## config.mk

```make
export PLATFORM = sky130hd
export DESIGN_NAME = instr_sequencer
export DESIGN_NICKNAME = d
export VERILOG_FILES = /design/src/rtl/instr_sequencer_pkg.sv /design/src/rtl/instr_sequencer_hold_timer.sv /design/src/rtl/instr_sequencer.sv
export SDC_FILE = /design/constraint.sdc
export NUM_CORES = 1
export LEC_CHECK = 0
export ABC_AREA = 1
export BUFFER_PORTS_ARGS = -buffer_cell sky130_fd_sc_hd__buf_2
export CAP_MARGIN = 20
export CORE_ASPECT_RATIO = 1.75
export CORE_MARGIN = 1.5
export CORE_UTILIZATION = 50
export DETAILED_ROUTE_END_ITERATION = 10
export PLACE_DENSITY = 0.89
export REMOVE_ABC_BUFFERS = 1
export SYNTH_ARGS = -nofsm -noshare
export SYNTH_HDL_FRONTEND = slang
export SYNTH_SLANG_ARGS = --single-unit
```

## constraint.sdc

```tcl
create_clock -name clk -period 1.95 [get_ports clk]
set_input_delay 0.4875 -clock clk [delete_from_list [all_inputs] [get_ports clk]]
set_output_delay 0.4875 -clock clk [all_outputs]
set_load 0.03 [all_outputs]
```

## src/rtl/instr_sequencer_pkg.sv

```systemverilog
// Shared definitions for the instruction sequencer: class encodings, hold lengths, FSM states.
// The optional wrap-around execution is selected by INSTR_SEQ_LOOP_EN (see instr_sequencer.sv).
package instr_sequencer_pkg;

    localparam int HOLD_W = 3;

    typedef enum logic [1:0] {
        CLS_END   = 2'b00,
        CLS_STD   = 2'b01,
        CLS_LOAD  = 2'b10,
        CLS_STORE = 2'b11
    } cls_t;

    typedef enum logic [1:0] {
        ST_IDLE = 2'd0,
        ST_RUN  = 2'd1,
        ST_DONE = 2'd2
    } state_t;

    localparam logic [HOLD_W-1:0] HOLD_STD         = 3'd3;
    localparam logic [HOLD_W-1:0] HOLD_LOAD        = 3'd4;
    localparam logic [HOLD_W-1:0] HOLD_STORE       = 3'd3;
    localparam logic [HOLD_W-1:0] HOLD_FIRST_EXTRA = 3'd1;

    // The first word after start also covers the control unit's RESET->DECODE cycle.
    function automatic logic [HOLD_W-1:0] hold_len(input cls_t cls, input logic first);
        logic [HOLD_W-1:0] base;
        case (cls)
            CLS_LOAD:  base = HOLD_LOAD;
            CLS_STORE: base = HOLD_STORE;
            default:   base = HOLD_STD;
        endcase
        return first ? base + HOLD_FIRST_EXTRA : base;
    endfunction

endpackage

```

## src/rtl/instr_sequencer_hold_timer.sv

```systemverilog
// seq_hold_timer: loadable down-counter that flags the last cycle of an instruction's hold window.
// Counts down to zero and rests there until reloaded.
module seq_hold_timer
    import instr_sequencer_pkg::*;
(
    input  logic              clk,
    input  logic              rst,
    input  logic              load,
    input  logic [HOLD_W-1:0] load_val,
    output logic              last
);

    logic [HOLD_W-1:0] count_q;
    logic [HOLD_W-1:0] count_d;

    always_comb begin
        count_d = count_q;
        if (load) begin
            count_d = load_val;
        end else if (count_q != '0) begin
            count_d = count_q - 1'b1;
        end
    end

    always_ff @(posedge clk or negedge rst) begin
        if (!rst) begin
            count_q <= '0;
        end else begin
            count_q <= count_d;
        end
    end

    assign last = (count_q == 3'd1);

endmodule

```

## src/rtl/instr_sequencer.sv

```systemverilog
// Instruction sequencer: fetches words from a combinational-read memory and holds each on instr
// for its class-specific window. Define INSTR_SEQ_LOOP_EN to wrap from the last address to 0.
module instr_sequencer
    import instr_sequencer_pkg::*;
#(
    parameter int INSTR_WIDTH = 20,
    parameter int PC_BITS     = 5
) (
    input  logic                   clk,
    input  logic                   rst,
    input  logic                   start,
    input  logic                   halt_req,
    output logic [PC_BITS-1:0]     imem_addr,
    input  logic [INSTR_WIDTH-1:0] imem_data,
    output logic [INSTR_WIDTH-1:0] instr,
    output logic [PC_BITS-1:0]     pc,
    output logic                   busy,
    output logic                   done,
    output logic [7:0]             retired,
    output logic [1:0]             dbg_state
);

    state_t                 state_q, state_d;
    logic [INSTR_WIDTH-1:0] instr_q, instr_d;
    logic [PC_BITS-1:0]     pc_q, pc_d;
    logic                   busy_q, busy_d;
    logic                   done_q, done_d;
    logic [7:0]             retired_q, retired_d;
    logic                   halt_pend_q, halt_pend_d;
    logic                   rst_meta_q, rst_sync_q;

    logic                   hold_load;
    logic [HOLD_W-1:0]      hold_val;
    logic                   hold_last;
    logic                   at_last_addr;
    cls_t                   fetch_cls;

    assign fetch_cls = cls_t'(imem_data[INSTR_WIDTH-1 -: 2]);

`ifdef INSTR_SEQ_LOOP_EN
    assign at_last_addr = 1'b0;
`else
    assign at_last_addr = (pc_q == {PC_BITS{1'b1}});
`endif

    // Reset assertion is immediate; release only takes effect once it has crossed two flops.
    always_ff @(posedge clk or negedge rst) begin
        if (!rst) begin
            rst_meta_q <= 1'b0;
            rst_sync_q <= 1'b0;
        end else begin
            rst_meta_q <= 1'b1;
            rst_sync_q <= rst_meta_q;
        end
    end

    always_comb begin
        state_d     = state_q;
        instr_d     = instr_q;
        pc_d        = pc_q;
        busy_d      = busy_q;
        done_d      = done_q;
        retired_d   = retired_q;
        halt_pend_d = halt_pend_q;
        hold_load   = 1'b0;
        hold_val    = '0;
        imem_addr   = '0;
        case (state_q)
            ST_RUN: begin
                halt_pend_d = halt_pend_q | halt_req;
                if (!hold_last) begin
                    imem_addr = pc_q;
                end else begin
                    imem_addr = pc_q + 1'b1;
                    retired_d = retired_q + 8'd1;
                    if (halt_pend_q || halt_req || fetch_cls == CLS_END || at_last_addr) begin
                        instr_d     = '0;
                        busy_d      = 1'b0;
                        done_d      = 1'b1;
                        halt_pend_d = 1'b0;
                        state_d     = ST_DONE;
                    end else begin
                        instr_d   = imem_data;
                        pc_d      = pc_q + 1'b1;
                        hold_load = 1'b1;
                        hold_val  = hold_len(fetch_cls, 1'b0);
                    end
                end
            end
            default: begin
                if (start && !halt_req) begin
                    pc_d = '0;
                    if (fetch_cls == CLS_END) begin
                        instr_d = '0;
                        busy_d  = 1'b0;
                        done_d  = 1'b1;
                        state_d = ST_DONE;
                    end else begin
                        instr_d   = imem_data;
                        busy_d    = 1'b1;
                        done_d    = 1'b0;
                        hold_load = 1'b1;
                        hold_val  = hold_len(fetch_cls, 1'b1);
                        state_d   = ST_RUN;
                    end
                end
            end
        endcase
    end

    always_ff @(posedge clk or negedge rst) begin
        if (!rst) begin
            state_q     <= ST_IDLE;
            instr_q     <= '0;
            pc_q        <= '0;
            busy_q      <= 1'b0;
            done_q      <= 1'b0;
            retired_q   <= '0;
            halt_pend_q <= 1'b0;
        end else if (rst_sync_q) begin
            state_q     <= state_d;
            instr_q     <= instr_d;
            pc_q        <= pc_d;
            busy_q      <= busy_d;
            done_q      <= done_d;
            retired_q   <= retired_d;
            halt_pend_q <= halt_pend_d;
        end
    end

    seq_hold_timer u_hold_timer (
        .clk      (clk),
        .rst      (rst),
        .load     (hold_load & rst_sync_q),
        .load_val (hold_val),
        .last     (hold_last)
    );

    assign instr     = instr_q;
    assign pc        = pc_q;
    assign busy      = busy_q;
    assign done      = done_q;
    assign retired   = retired_q;
    assign dbg_state = state_q;

endmodule

```

==> results of run 1 <==
==> power by group <==
part | switching, mW | internal (mW)
sequential | 0.211 | 1.16
clock | 0.316 | 0.291
combinational | 1.52 | 0.736
==> metrics by stage <==
step	std cells	instance area [µm²]	utilization (%)	TNS, ps	total power [mW]
floorplan	225	2040	-	-882	2.83
global placement	343	2460	62.5	0	3.39
detailed placement	343	2460	62.5	0	3.45
CTS	353	2620	66.3	-436	4.18
global route	358	2660	67.5	-880	4.54
finish	358	2660	67.5	-509	4.23
==> cells in the mapped netlist, drive strengths merged <==
cell,instances
ha,6
nand4,2
a22oi,1
o21ai,13
a21oi,10
o31ai,1
nor2,21
buf,6
conb,1
nand2,69
inv,20
dfrtp,42
nand3,27
nand3b,1
xor2,7
xnor2,3
o21a,1
==> routing by layer <==
metal  routed length, µm  track usage (%)  vias to the layer above
li1                    -                -                      899
met1                1790             26.1                      831
met2                2370             37.8                       53
met3                 189             4.39                       11
met4                 110             9.57                        0
met5                   0                0                        -
==> worst register-to-register path: cells and delay by family, from the launching register on <==
kind                     cells  cell delay, ps
AO/OA/AOI/OAI                2             300
AND/OR/NAND/NOR              5             360
adder cells (fa/ha/maj)      2             380
buffers and inverters        3             360
flip-flops                   1             400
==> what timing repair did <==
item                                    in CTS  in global routing
endpoints found under the setup margin       5                 30
gates cloned                                 1                  0
resized for setup                           14                  3
pin swaps                                    2                  3
setup buffers                                1                  5
==> layout by cell type, fill, tap and decap left out, types with 6 or more instances in the layout <==
cell type / count
xor2_1: 7
buf_2: 60
clkbuf_8: 6
nor2_1: 16
inv_1: 15
dfrtp_1: 40
nand3_1: 25
nand2_1: 64
a21oi_1: 9
o21ai_0: 7
buf_4: 16
==> registers in the layout, summed over array words and instances (netlist names) <==
name / flops
halt_pend_q: 1
rst_meta_q: 1
dbg_state: 2
rst_sync_q: 1
retired: 8
pc: 5
instr: 20
u_hold_timer.count_q: 3
done: 1
==> kinds of logic after synthesis <==
family | count (synthesis) | share of synthesized area [%]
AND/OR/NAND/NOR | 120 | 28.7
flip-flops | 42 | 50.6
AO/OA/AOI/OAI | 26 | 7.35
buffers and inverters | 26 | 5.42
XOR/XNOR | 10 | 4.21
adder cells (fa/ha/maj) | 6 | 3.61
other | 1 | 0.180
==> path summary, 6_finish.rpt <==
check                            from  slack [ps]           end
hold / removal                    rst         240    retired[4]
setup / recovery                pc[1]        -190  imem_addr[2]
hold reg to reg            rst_meta_q         350    rst_sync_q
setup reg to reg                pc[1]          90         pc[1]
max in group asynchronous         rst        1340  dbg_state[0]
min in group clk           rst_meta_q         350    rst_sync_q
==> layout make-up <==
cell class / count / area share (%)
flip-flops and latches: 42 / 39.6
multi-input cells: 164 / 35.8
repair buffers: 76 / 15.8
clock buffers: 6 / 3.10
inverters: 20 / 2.82
well taps: 48 / 2.26
clock inverters: 2 / 0.611
==> metrics.txt, run 1 <==
DRT iter0 DRCs 33; Antenna Nets Post-Route 0; largest net degree at the start of global routing 43; main area contributors after synthesis dfrtp_1, nand2_1, nand3_1, ha_1, inv_1; headroom to the max-slew limit 66.1%; setup violators final 3; CTS H-tree lvls 2; initial antenna violation count 0; Crit Path Class flop to output port; worst hold path type input port to asynchronous set/reset pin; Filler cells 334; CP Cell Sequence ha_2 -> buf_4 -> a21oi_1 -> o21ai_0 -> a21oi_1 -> buf_4; Die X 51.7 µm; Buf/Inv on CP 2; RSZ-0062 raised after global routing yes; WP data required 1460 ps; failing checks negative setup slack; Critical Path Max Stage Delay 400 ps; post-place setup slack 56.5 ps; critical path's top delay family compound AO/OA/AOI/OAI gates; post-synthesis cell count 231; share of the synthesized area in the top cell type 50.6%; nets@finish 339; Worst Tran Pin Value 509 ps; global-route wire length before repair 7430 µm; Area growth syn-to-layout 28.1%; Register Area 1050 µm²; Crit path depth 6; sequential share of the synthesized area 50.6%; Worst Path Arrival 1650 ps; GR Overflow Total 0; outcome complete, but fails checks; Warnings, synthesis 0; port bufs 65; proportion of layout cells with a drive suffix above 1 35.5%; IO Pins 66; Sink Count 42; detailed-route DRC error count 0; hpwl dp 3250 µm; Vias/cell 5.01; core area 3940 µm²; Max Clk Rate 468 MHz; Die ar. 4570 µm²; Antenna diodes 0; slowest CP cell dfrtp_1; pwr dens 1590 nW/µm²; WL/cell 12.5 µm; Setup crit end kind output port; worst-case vdd ir drop 0.00126 V; hold slack 236 ps; Initial DRT Pass Iterations 4; Max Buffers Root-to-Sink 2; GRT Total Usage 21.9%; CP Launch Type flop; cell area after synthesis 2080 µm²; Row Count 30; largest area contributor in the netlist dfrtp_1; vias after detailed routing 1,794; Die H 88.3 µm; Post-Syn Area per Cell 9.00 µm²; Worst-path clk slew 80 ps; worst-path maximum fanout 2; Multi-input gate area 953 µm²; RePlAce Congestion 0.792; Post-CTS Hold Buffers 0; fin crit period 2140 ps; CTS Buf Count 5; Fin Clk Skew 6.24 ps; clock network latency to the later pin of the worst-skew pair 300 ps; final hold viol count 0; FF-to-FF path depth 12; Max Transition Viols Final 0; vias in the first global route 1,681; Leakage 1.53 nW; final worst-path cycle share 110%; Max Cap Viol 0; synthesis-stage register bit count 42; Cell variety after synth 28; worst setup margin -189 ps; Root Buffer Master clkbuf_8; TritonCTS clock tree done; Initial Utilization 52.7%; Routed WL 4460 µm
Note: power is estimated with default switching activity, not from simulation.
==> inputs of run 2 (changes only) <==
- CORE_MARGIN: 1.5 -> 2
==> run 2 against run 1 <==
The run still ends with negative setup slack left. First-iteration DRC count up 120%. Largest cell class unchanged. Die area up 3.1%. Global-route usage rose by 0.79 points. Critical path depth increased by 1. Flip-flop and latch count is the same. Non-clock buffer count grew 14. Setup slack got worse by 33 ps. Worst hold slack worse by 230 ps. Design area increased by 6.2%. Routed wire length increased by 14%. Clock skew rose by 1.4 ps.
==> metrics.txt, run 2 (synthesis results as in run 1) <==
outcome complete, but fails checks; failing checks negative setup slack; Finished Core Util 69.4% (+1.9 points); sequential cell fraction of total power 30.7% (-1.6 points); Comb power frac 56.7% (+3.3 points); Antenna Nets Post-Route 0 (unchanged); Vias/cell 5.16 (+3.0%); core area 4070 µm² (+3.3%); Worst-path clk slew 80 ps (about the same); worst-case vdd ir drop 0.00107 V (-15%); GRT Total Usage 22.7% (+0.79 points); sw frac 48.1% (-0.30 points); port bufs 65 (unchanged); proportion of layout cells with a drive suffix above 1 40.1% (+4.6 points); Routed WL 5070 µm (+14%); Post-CTS Hold Buffers 0 (unchanged); CP Cell Sequence ha_2 -> nand2_1 -> nor2_1 -> ha_1 -> o21ai_2 -> a21oi_2 -> buf_6; Register Area 1050 µm² (unchanged); setup violators final 2 (-1); Die ar. 4710 µm² (+3.1%); Area growth syn-to-layout 36.0%; Max Transition Viols Final 0 (unchanged); max reg flops 20 (unchanged); Final TNS setup -357 ps (+152 ps); CTS Buf Count 5 (unchanged); WL/cell 13.7 µm (+9.8%); RePlAce Congestion 0.767 (-3.1%); TritonCTS clock tree done; Max Buffers Root-to-Sink 2 (unchanged); Crit Path Class flop to output port; Psw 2.12 mW (+3.6%); Setup crit end kind output port; initial antenna violation count 0 (unchanged); DRT iter0 DRCs 72 (+120%); Max Cap Viol 0 (unchanged); CTS H-tree lvls 2 (unchanged); largest net degree at the start of global routing 38 (-12%); Initial Utilization 51.0% (-1.7 points); Fin Clk Skew 7.63 ps (+1.40 ps); clock group share of total power 12.6% (-1.8 points); detailed-route DRC error count 0 (unchanged); vias in the first global route 1,815 (+8.0%); global-route wire length before repair 7780 µm (+4.7%); Critical Path Max Stage Delay 390 ps (about the same); IO Pins 66 (unchanged); worst setup margin -222 ps (-33.0 ps); hpwl dp 3250 µm (about the same); Antenna diodes 0 (unchanged); Initial DRT Pass Iterations 4 (unchanged); vias after detailed routing 1,915 (+6.7%); fin crit period 2170 ps (+33.0 ps); most frequent cells in the layout nand2_1, buf_2, dfrtp_1; hold slack 8.38 ps (-227 ps); Max Clk Rate 460 MHz (-1.5%); GR Overflow Total 0 (unchanged); CP Launch Type flop; Multi-input gate area 980 µm² (+2.8%); Root Buffer Master clkbuf_8; final worst-path cycle share 111% (+1.7 points); RSZ-0062 raised after global routing yes; pwr dens 1560 nW/µm² (-1.8%); Worst Path Arrival 1680 ps (+30 ps); Die X 52.7 µm (+1.9%); most common cell after layout, fill and taps aside nand2_1; WP data required 1460 ps (about the same); Sink Count 42 (unchanged); worst-path maximum fanout 2 (unchanged); clock network latency to the later pin of the worst-skew pair 300 ps (about the same); Filler cells 309 (-7.5%); nets@finish 352 (+3.8%); final hold viol count 0 (unchanged); Power Internal 2.29 mW (+4.9%); Die H 89.3 µm (+1.1%); worst hold path type input port to asynchronous set/reset pin; Row Count 31 (+3.3%); Leakage 1.59 nW (+3.9%); slowest CP cell dfrtp_1
-- run 2: changes by cell type in the layout (fill, tap and decap cells not counted), moves of 3 or more --
cell,before,now
a21oi_1,9,6
buf_6,0,6
a21oi_2,0,3
buf_4,16,22
-- run 2: metrics by stage --
| step | power (mW) | instances | instance area [µm²] | setup slack (ps) |
|---|---|---|---|---|
| 6_report | 4.41 | 371 | 2830 | -222 |
| 5_1_grt | 4.74 | 371 | 2830 | -287 |
| 4_1_cts | 4.17 | 363 | 2710 | -169 |
| 3_5_place_dp | 3.43 | 343 | 2470 | 58.2 |
| 3_3_place_gp | 3.37 | 343 | 2470 | 89.2 |
| 2_1_floorplan | 2.83 | 225 | 2040 | -286 |
-- run 2: path summary, 6_finish.rpt --
check | start | end | slack (ps) | depth (start not counted)
hold / removal | rst | retired[0] | 8 | 1
setup / recovery | pc[0] | imem_addr[4] | -220 | 7
min in group clk | rst_meta_q | rst_sync_q | 360 | 0
setup reg to reg | pc[0] | pc[3] | 30 | 13
hold reg to reg | rst_meta_q | rst_sync_q | 360 | 0
max in group asynchronous | rst | dbg_state[0] | 1490 | 2
-- run 2: repair_timing --
action / in CTS / in global routing
gates resized for setup: 16 / 17
buffers inserted: 14 / 10
setup endpoints to repair: 5 / 30
pin swaps: 9 / 12
-- run 2: cell type report --
type	instances	area share (%)
Sequential cell	42	37.3
Multi-Input combinational cell	163	34.7
Timing Repair Buffer	90	20.3
Inverter	20	2.66
Clock buffer	5	2.43
Tap cell	49	2.17
Clock inverter	2	0.531
-- run 2: routing by layer --
| metal | global-route usage [%] | vias to the layer above | part of all wire [%] |
|---|---|---|---|
| li1 | - | 919 | - |
| met1 | 25.2 | 932 | 38 |
| met2 | 42.3 | 58 | 57 |
| met3 | 3.18 | 6 | 3.6 |
| met4 | 8.86 | 0 | 1.6 |
| met5 | 0 | - | 0 |
-- run 2: critical path, delay by kind of cell (launching register included) --
kind / cells / cell delay, ps
buffers and inverters: 1 / 140
and+or+nand+nor: 2 / 100
AOI/OAI and AO/OA: 2 / 260
DFF: 1 / 390
adders and majority gates: 2 / 490
-- run 2: power by group through the flow --
stage               Sequential, mW  Clock [mW]  Combinational, mW
finish                        1.35       0.557               2.50
floorplan                     1.84           0              0.996
detailed placement            1.35           0               2.08
CTS                           1.34       0.563               2.27
global route                  1.39       0.619               2.73
global placement              1.35           0               2.02
==> inputs of run 3 (changes only) <==
- GPL_ROUTABILITY_DRIVEN: default -> 0
- HOLD_SLACK_MARGIN: default -> 0.1
- SETUP_SLACK_MARGIN: default -> 0.15
==> run 3 against run 2 <==
The run still ends with negative setup slack left. Sequential share of layout area up 0.37 points. Largest power group unchanged. Clock-buffer cell count unchanged. Total power down 0.88%. Die area unchanged. Combinational power down 2%. Register-to-register slack better by 120 ps. Routed wire length down 2.4%. Utilization down 0.77 points.
==> metrics.txt, run 3 (synthesis results as in run 1) <==
Row Count 31 (unchanged); Die X 52.7 µm (unchanged); Max Transition Viols Final 0 (unchanged); GRT Total Usage 22.4% (-0.28 points); Antenna diodes 0 (unchanged); Root Buffer Master clkbuf_8; CTS H-tree lvls 2 (unchanged); vias in the first global route 1,828 (+0.72%); CP Launch Type flop; GR Overflow Total 0 (unchanged); worst hold path type flop to flop; detailed-route DRC error count 0 (unchanged); Die ar. 4710 µm² (unchanged); Top Metal Used met4; Fin Clk Skew 7.43 ps (-0.206 ps); clock network latency to the later pin of the worst-skew pair 300 ps (about the same); FF-to-FF path depth 12 (-1); TritonCTS clock tree done; max reg flops 20 (unchanged); Routed WL 4950 µm (-2.4%); worst-path maximum fanout 2 (unchanged); final hold viol count 0 (unchanged); Leakage 1.55 nW (-2.2%); vias after detailed routing 1,866 (-2.6%); WHS Path Cells 0; metal3 WL 212 µm (+15%); Tot Pwr 4.38 mW (-0.88%); Top cell by count, worst path ha_4; IO Pins 66 (unchanged); final worst-path cycle share 109% (-2.5 points); Antenna Nets Post-Route 0 (unchanged); Initial DRT Pass Iterations 4 (unchanged); CTS Buf Count 5 (unchanged); proportion of layout cells with a drive suffix above 1 40.6% (+0.51 points); largest net degree at the start of global routing 38 (unchanged); Die H 89.3 µm (unchanged); Sink Count 42 (unchanged); Finished Cell Area 2800 µm² (-1.1%); core area 4070 µm² (unchanged); global-route wire length before repair 7770 µm (-0.18%); initial antenna violation count 0 (unchanged); slowest CP cell dfrtp_1; RSZ-0062 raised after global routing yes; nets@finish 343 (-2.6%); CP Cell Sequence ha_4 -> nand2_2 -> nor2_2 -> ha_4 -> o21ai_2 -> a21oi_1 -> buf_4; Worst Path Arrival 1640 ps (-40 ps); fin crit period 2120 ps (-48.2 ps); WL/cell 13.7 µm (about the same); metal1 wirelength 1850 µm (-3.4%); pwr dens 1570 nW/µm² (+0.23%); port bufs 65 (unchanged); most frequent cells in the layout nand2_1, buf_2, dfrtp_1; Area growth syn-to-layout 34.5%; Critical Path Max Stage Delay 420 ps (+30 ps); hpwl dp 3250 µm (unchanged); Initial Utilization 51.0% (unchanged); DRT iter0 DRCs 39 (-46%); Crit Path Class flop to output port; worst setup margin -173 ps (+48.2 ps); failing checks negative setup slack; placed inst area 2470 µm² (unchanged); setup violators final 3 (+1); Max Cap Viol 0 (unchanged); Vias/cell 5.15 (-0.14%); outcome complete, but fails checks; Setup crit end kind output port; Max Buffers Root-to-Sink 2 (unchanged); worst-case vdd ir drop 0.00103 V (-3.4%); WP data required 1460 ps (about the same); met2 WL post-DR 2800 µm (-3.0%); Worst-path clk slew 90 ps (about the same); Max Clk Rate 471 MHz (+2.3%)
==> run 3: changes by cell type in the layout (fill, tap and decap cells not counted), sizes merged <==
| cell | before | now |
|---|---|---|
| buf | 90 | 79 |
| dlygate4sd3 | 0 | 1 |
| nand2 | 69 | 70 |
==> run 3: worst paths after layout <==
| check | start | to | slack (ps) |
|---|---|---|---|
| worst min register to register | rst_meta_q | rst_sync_q | 350 |
| max in group asynchronous | rst | dbg_state[1] | 960 |
| min in group asynchronous | rst | retired[0] | 540 |
| worst min-delay path | rst_meta_q | rst_sync_q | 350 |
| worst max register to register | pc[0] | pc[2] | 150 |
| worst max-delay path | pc[0] | imem_addr[4] | -170 |
==> run 3: power by group <==
part	switching [mW]	internal (mW)	total, mW	leakage, nW
Combinational	1.63	0.820	2.45	0.976
Sequential	0.209	1.15	1.36	0.542
Clock	0.314	0.245	0.558	0.0362
==> run 3: worst max-delay path, delay by kind of cell, from the launching register on <==
| family | cells | cell delay, ps |
|---|---|---|
| buf+inv | 1 | 180 |
| compound gates | 2 | 180 |
| fa+ha+maj | 2 | 450 |
| simple gates | 2 | 110 |
| flops | 1 | 420 |
==> run 3: final cells by class <==
class                   count  area, µm²
well taps                  49       61.3
clock inverters             2       15.0
fillers                   319       1280
clock buffers               5       68.8
flip-flops and latches     42       1050
multi-input cells         164       1040
repair buffers             80        484
inverters                  20       75.1
==> run 3: repair_timing <==
action | in CTS | in global routing
gates cloned | 0 | 1
pin swaps | 6 | 11
buffers inserted | 8 | 2
endpoints found under the setup margin | 20 | 36
hold buffers | 1 | 0
hold endpoints to repair | 5 | 0
resized for setup | 21 | 23
==> run 3: per-stage QoR <==
stage | TNS [ps] | cells | hold slack, ps | setup WS, ps | util [%]
final | -442 | 362 | 355 | -173 | 68.6
after global routing | -637 | 362 | 378 | -238 | 68.6
after CTS | -449 | 359 | 359 | -170 | 66.1
after detailed placement | 0 | 343 | 334 | 58.2 | 60.6
after global placement | 0 | 343 | 326 | 89.2 | 60.6
after floorplan | -882 | 225 | 192 | -286 | -
==> run 3: per-layer routing <==
metal | GRT usage (%) | vias to the layer above
met2 | 40.3 | 58
met1 | 25.2 | 901
li1 | - | 901
met5 | 0 | -
met3 | 3.68 | 6
met4 | 10.0 | 0
